File: config.mk
export PLATFORM = sky130hd
export DESIGN_NAME = sample_sram_writer
export DESIGN_NICKNAME = d
export VERILOG_FILES = /design/src/rtl/sample_sram_writer.sv
export SDC_FILE = /design/constraint.sdc
export NUM_CORES = 1
export LEC_CHECK = 0
export BUFFER_PORTS_ARGS = -buffer_cell sky130_fd_sc_hd__buf_2
export CAP_MARGIN = 25
export CORE_UTILIZATION = 35
export CTS_CLUSTER_SIZE = 28
export DETAILED_ROUTE_END_ITERATION = 8
export SETUP_SLACK_MARGIN = 0.4
export SLEW_MARGIN = 20
export SYNTH_ARGS = -nofsm -noshare
export SYNTH_HDL_FRONTEND = slang
export SYNTH_SLANG_ARGS = --single-unit
File: constraint.sdc
create_clock -name i_clk -period 4.48 [get_ports i_clk]
set_input_delay 1.344 -clock i_clk [delete_from_list [all_inputs] [get_ports i_clk]]
set_output_delay 1.344 -clock i_clk [all_outputs]
set_load 0.1 [all_outputs]
File: src/rtl/sample_sram_writer.sv
// Sample buffer and SRAM write sequencer. Queues 16-bit samples in a small FIFO and
// commits them one word at a time to the SRAM controller, walking a circular window
// of word addresses. Sticky flags report dropped samples and address wrap-around.
module sample_sram_writer #(
    parameter int unsigned FIFO_AW   = 3,
    parameter logic [20:0] BASE_ADDR = 21'h000000,
    parameter logic [20:0] LAST_ADDR = 21'h1FFFFF
) (
    input  logic             i_clk,
    input  logic             i_rst,
    input  logic             i_enable,
    input  logic             i_clear,
    input  logic             i_sample_valid,
    input  logic [15:0]      i_sample_data,
    input  logic             i_sram_busy,
    output logic [20:0]      o_sram_addr,
    output logic [15:0]      o_sram_data,
    output logic             o_sram_wr,
    output logic             o_sram_re,
    output logic [FIFO_AW:0] o_fifo_level,
    output logic [20:0]      o_write_count,
    output logic             o_overflow,
    output logic             o_wrapped
);

    localparam int unsigned DEPTH = 2 ** FIFO_AW;
    localparam int unsigned LW    = FIFO_AW + 1;

    typedef enum logic [1:0] {StIdle, StIssue, StSettle, StWait} state_t;

    state_t             r_state;
    state_t             w_state_next;

    logic [15:0]        r_mem [DEPTH];
    logic [FIFO_AW-1:0] r_wr_ptr;
    logic [FIFO_AW-1:0] r_rd_ptr;
    logic [FIFO_AW:0]   r_level;

    logic [20:0]        r_sram_addr;
    logic [15:0]        r_sram_data;
    logic               r_sram_wr;
    logic [20:0]        r_next_addr;
    logic [20:0]        r_write_count;
    logic               r_overflow;
    logic               r_wrapped;
    logic               r_clear_pend;

    logic               w_clear_now;
    logic               w_full;
    logic               w_push_req;
    logic               w_push;
    logic               w_drop;
    logic               w_pop;
    logic               w_commit;
    logic               w_at_last;
    logic [20:0]        w_addr_adv;

    // A clear (fresh or pending) only takes effect while the sequencer is idle.
    assign w_clear_now = (r_state == StIdle) & (i_clear | r_clear_pend);
    // Fullness is judged on start-of-cycle occupancy, so a same-cycle pop never makes room.
    assign w_full      = (r_level == LW'(DEPTH));
    assign w_push_req  = i_sample_valid & i_enable & ~i_clear & ~w_clear_now;
    assign w_push      = w_push_req & ~w_full;
    assign w_drop      = w_push_req & w_full;
    assign w_commit    = (r_state == StWait) & ~i_sram_busy;
    assign w_at_last   = (r_next_addr == LAST_ADDR);
    assign w_addr_adv  = w_at_last ? BASE_ADDR : r_next_addr + 21'd1;

    // Next-state logic and pop decision for the write sequencer.
    always_comb begin
        w_state_next = r_state;
        w_pop        = 1'b0;
        unique case (r_state)
            StIdle: begin
                if (!w_clear_now && (r_level != '0) && !i_sram_busy) begin
                    w_pop        = 1'b1;
                    w_state_next = StIssue;
                end
            end
            StIssue:  w_state_next = StSettle;
            // Controller busy is registered, so it cannot reflect our write yet.
            StSettle: w_state_next = StWait;
            StWait: begin
                if (!i_sram_busy) begin
                    w_state_next = StIdle;
                end
            end
            default:  w_state_next = StIdle;
        endcase
    end

    // Sequencer state register.
    always_ff @(posedge i_clk) begin
        if (i_rst) begin
            r_state <= StIdle;
        end else begin
            r_state <= w_state_next;
        end
    end

    // FIFO storage; contents need no reset since occupancy gates every read.
    always_ff @(posedge i_clk) begin
        if (!i_rst && w_push) begin
            r_mem[r_wr_ptr] <= i_sample_data;
        end
    end

    // FIFO pointers and occupancy.
    always_ff @(posedge i_clk) begin
        if (i_rst || w_clear_now) begin
            r_wr_ptr <= '0;
            r_rd_ptr <= '0;
            r_level  <= '0;
        end else begin
            if (w_push) begin
                r_wr_ptr <= r_wr_ptr + FIFO_AW'(1);
            end
            if (w_pop) begin
                r_rd_ptr <= r_rd_ptr + FIFO_AW'(1);
            end
            r_level <= r_level + LW'(w_push) - LW'(w_pop);
        end
    end

    // Controller request registers: address/data latched on pop and held until the next pop.
    always_ff @(posedge i_clk) begin
        if (i_rst) begin
            r_sram_addr <= BASE_ADDR;
            r_sram_data <= 16'h0000;
            r_sram_wr   <= 1'b0;
        end else begin
            r_sram_wr <= w_pop;
            if (w_pop) begin
                r_sram_addr <= r_next_addr;
                r_sram_data <= r_mem[r_rd_ptr];
            end
        end
    end

    // Window pointer, commit counter, sticky flags and deferred clear.
    always_ff @(posedge i_clk) begin
        if (i_rst || w_clear_now) begin
            r_next_addr   <= BASE_ADDR;
            r_write_count <= 21'd0;
            r_overflow    <= 1'b0;
            r_wrapped     <= 1'b0;
            r_clear_pend  <= 1'b0;
        end else begin
            // Reaching here with i_clear high means we are mid-write: defer it.
            if (i_clear) begin
                r_clear_pend <= 1'b1;
            end
            if (w_drop) begin
                r_overflow <= 1'b1;
            end
            if (w_commit) begin
                r_next_addr <= w_addr_adv;
                if (w_at_last) begin
                    r_wrapped <= 1'b1;
                end
                if (r_write_count != 21'h1FFFFF) begin
                    r_write_count <= r_write_count + 21'd1;
                end
            end
        end
    end

    assign o_sram_addr   = r_sram_addr;
    assign o_sram_data   = r_sram_data;
    assign o_sram_wr     = r_sram_wr;
    assign o_sram_re     = 1'b0;
    assign o_fifo_level  = r_level;
    assign o_write_count = r_write_count;
    assign o_overflow    = r_overflow;
    assign o_wrapped     = r_wrapped;

endmodule
# Word level (Yosys, flattened, before mapping)
# Memory sizes are Yosys's and may differ from the RTL's. A register that Yosys moved wholly into a read port is not among the register bits.
# Cells that the tools add are included.
# word_totals
input_bits,22
elab_cells,58
ramBits,128
register_bits,79
mem_count,1
out_inout_bits,66
# classes
mux,8
reduce_logical,12
n_eq_ne,8
bitwise_logic,12
n_addsub,6
# mem_list
memory,words,word_bits,rd,rd_ports_with_merged_regs,write_ports,line,text
r_mem,8,16,1,1,1,34,logic [15:0] r_mem [DEPTH];
# op_table
cell,n
$add A21 B1 Y21 const B,2
$eq A21 B21 Y1 const B,1
$mux W21,1
$ne A21 B21 Y1 const B,1
$pmux W2 S4,1
$and A1 B1 Y1,7
$add A3 B1 Y3 const B,2
$reduce_and A2 Y1,3
$add A4 B1 Y4,1
$eq A2 B2 Y1 const B,2
$eq A4 B4 Y1 const B,1
$mux W1,4
$mux W2,2
$not A1 Y1,4
$reduce_bool A4 Y1,1
$sub A4 B1 Y4,1
$logic_and A1 B1 Y1,3
$logic_not A1 Y1,3
$eq A2 B1 Y1 const B,1
$logic_not A2 Y1,1
$ne A2 B1 Y1 const B,1
$ne A2 B2 Y1 const B,1
$logic_or A1 B1 Y1,1
$or A1 B1 Y1,1

# Logic depth before layout (Yosys ltp)
# logic_depth
depth_word,8
ltp_mapped,14
depth_no_buf,12

# Worst setup path before layout
# Ideal clock, no wire load.
# synth_timing
kind,reg2reg
start,register r_level[2] (netlist: o_fifo_level[2])
end,"memory r_mem[3][0], enable pin"
setup_time_ns,0.436
period_less_slack_ns,4.369
arrival_time_ns,3.933
path_stages_with_launch,7
slack_ns,0.111
n_path_buf,0
required_time_ns,4.044
cell_sequence,dfxtp_1 -> inv_1 -> ha_1 -> nor3b_1 -> a2111oi_4 -> nand2_1 -> nor4b_1
# synth_between
elab_chain_len,6
# synth_lines
item,line,text
"start, declared",37,logic [FIFO_AW:0] r_level;
"start signal, assigned",121,r_level <= r_level + LW'(w_push) - LW'(w_pop);
$eq A4 B4 Y1,61,assign w_full = (r_level == LW'(DEPTH));
$not A1 Y1,63,assign w_push = w_push_req & ~w_full;
$and A1 B1 Y1,63,
$logic_and A1 B1 Y1,103,if (!i_rst && w_push) begin
$mux W1,103,
$mux W1 (not written as such),104,r_mem[r_wr_ptr] <= i_sample_data;
"end, declared",34,
# No other way between the ends.

# Worst setup path after layout
# layout_timing
start,input port i_sample_valid
end,register r_level[2] (netlist: o_fifo_level[2])
# layout_between
elab_chain_len,6
# layout_lines
item,line,text
"start, declared",13,"input logic i_sample_valid,"
$and A1 B1 Y1 (3 in a row),62,assign w_push_req = i_sample_valid & i_enable & ~i_clear & ~w_clear_now;
$and A1 B1 Y1,63,
$add A4 B1 Y4,121,
$sub A4 B1 Y4,121,
# No other way between the ends.
# A chain may end at the register's enable or synchronous reset.

==> metrics <==
setup slack after layout=1.44 ns; later-pin clock latency in the skew report=0.51 ns; NumNets Final=798; status=finished, final reports clean; global-route wire length before repair=29000 um; Core Area=0.0246 mm^2; grt total ovfl=0; DR WL met2=8810 um; crit start category=input pin; worst slew pin tran=0.843 ns; clock slew at reported path FFs=0.06 ns; Syn Inst Count=665; Sw Ratio=21.4%; RePlAce Congestion=0.754; ys flop type=edfxtp_1; Die ar.=0.0260 mm^2; syn nets=701; post-synth top area cell=edfxtp_1; Max Root-Sink Buffers=3; wire length per cell=16.5 um; DR iter-0 viols=424; count of different cell masters after synthesis=45; Async S/R FF share, synth=0%; fin cells=1104; hold_ws=0.450 ns; Synth Area in Compound Gates=5.73%; Starting Density=36.0%; metal3 WL=965 um; root buf cell=clkbuf_16; multiplexer share of the synthesized area=10.2%; GRT Util Overall=14.2%; Yosys warnings=0; Met1 Wirelength=8020 um; cts repair resizes=0; postcts setup bufs=0; Worst setup startpoint=i_sample_valid; skew final=0.0154 ns; Final Setup Violations=0; initial antenna violation count=2; RR Startpoint=r_state[0]$_SDFFE_PP0P_; post-synth top area share=43.4%; vias in the first global route=5438; first-pass iteration count of the detailed router=5; pre-CTS setup slack=0.896 ns; maximum number of pins on one net before global-route repair=57; H-Tree Depth=1; Seq pwr share=49.4%; fin util=42.9%; Worst Path Class, Setup=in2reg; XOR/XNOR share of the synthesized area=3.26%; Chip Width=161 um; maxcap violations=0; Worst Hold Class=reg2reg; Synth area leaders=edfxtp_1 (43%), dfxtp_1 (21%), mux4_2 (8.1%), nor2_1 (3.1%), nand2_1 (2.9%); Seq cells post-synth=223; setup_tns=0 ns; Highest Clock Rate=329 MHz; Post-synth EDFFs=128; Fin. Hold Viols=0; Final Cycle Share=67.9%; RSZ-0062 raised after global routing=false; Port Buffers=86; Layout area overhead=19.0%; hold_sp=o_sram_addr[2]$_SDFFE_PP0P_; static leakage=3.58 nW; CTS Buf Count=24; # hold bufs at CTS=0; crit-path max FO=6; Die H=161 um; DP Area=0.00973 mm^2; Routed Wire Length=18200 um; Synth Area in Simple Gates=11.6%; ANT cells=0; DRC violations left=0; most common cell in the synthesized netlist=edfxtp_1; layout cells sized above 1=24.0%; worst endpoint data arrival time=3.43 ns; ANT nets after route=0; placed insts=1060; DR top layer=met5; adder and majority gate portion of the synthesized area=2.06%; row cnt=57; vias=5433; sequential share of the synthesized area=64.8%; post-layout min period=3.04 ns; IO Count=88; cell-internal power=3.49 mW; CP required=4.87 ns; DP Wirelength=11300 um; Comb power frac=4.7%; largest family of logic cells by synthesized area=simple AND/OR/NAND/NOR gates; Vias/cell=4.92; Commonest cells post-synth=edfxtp_1 (128), dfxtp_1 (95), nor2_1 (73), nand2_1 (68), a21oi_1 (43); mapped cell area=0.00886 mm^2; PwrDens=420 mW/mm^2; CTS tree=built; Post-Syn Area per Cell=13.3 um^2; CP endpoint kind=flip-flop; Net Sw Power=947 uW; Finished Cell Area=0.0105 mm^2; Slew Viols, Final=0; clock sink count=223; worst rel slew slack=43.8%; clock share of power=45.9%; peak supply drop=0.000243 V; total power draw=4.43 mW
[final cells by class]
class	instances	area (um^2)
clock buffer	29	651
clock inverter	15	170
fill	2296	14100
inverter	16	60.1
multi-input combinational	394	2960
sequential	223	5750
tap	324	405
timing repair buffer	103	558
[critical path, cell delays in order]
cell and delay (ns):
buf_2 0.08, nand2_1 0.10, a2111oi_4 0.56, inv_1 0.18, ha_1 0.32, inv_1 0.04
ha_1 0.20, fa_1 0.39, xnor2_1 0.17, nor2_1 0.05
[registers in the layout (all words and copies together) (netlist names)]
name / count
r_rd_ptr: 3
o_write_count: 21
r_wr_ptr: 3
o_fifo_level: 4
o_sram_wr: 1
r_clear_pend: 1
r_state: 2
r_next_addr: 21
o_sram_addr: 21
o_overflow: 1
o_wrapped: 1
r_mem: 128
o_sram_data: 16
[power groups by stage]
stage | clock network, mW | registers, mW | logic, mW
global route | 2.17 | 2.19 | 0.230
finish | 2.04 | 2.19 | 0.209
detailed placement | 0 | 2.23 | 0.212
floorplan | 0 | 2.28 | 0.102
CTS | 2.08 | 2.19 | 0.212
global placement | 0 | 2.23 | 0.210
[cells in the final DEF (no fill, tap or decap), types with 4 or more instances in the layout]
cell	count
nand4_1	17
a21o_1	4
ha_1	13
a211oi_1	21
clkbuf_16	25
xor2_1	20
buf_4	17
dfxtp_1	94
clkinv_1	6
xnor2_1	13
mux4_2	32
nand3_1	19
nor3_1	4
edfxtp_1	128
o31ai_1	5
nor2_1	73
mux2i_1	18
or4_1	5
buf_2	86
nand2_1	68
a21oi_1	43
inv_1	15
bufinv_16	4
[worst paths after layout]
path / endpoint / slack (ns) / cells past startpoint
worst max register to register: o_fifo_level[2]$_SDFF_PP0_ / 1.69 / 10
worst min register to register: o_sram_addr[2]$_SDFFE_PP0P_ / 0.45 / 2
worst min-delay path: o_sram_addr[2]$_SDFFE_PP0P_ / 0.45 / 2
worst max-delay path: o_fifo_level[2]$_SDFF_PP0_ / 1.44 / 10
[per-layer routing]
layer | track usage (%) | vias up
met5 | 0 | -
met2 | 23.8 | 112
li1 | - | 2661
met4 | 3.69 | 4
met3 | 2.93 | 28
met1 | 18.7 | 2628
[cells by family (layout without fill, tap and decap cells)]
group / count (synthesis) / after routing
flops: 223 / 223
other cells: 1 / 1
fa+ha+maj: 14 / 14
mux: 50 / 50
compound gates: 79 / 79
buf+inv: 48 / 163
simple gates: 217 / 217
xor+xnor: 33 / 33
(Power assumes the default switching activity.)
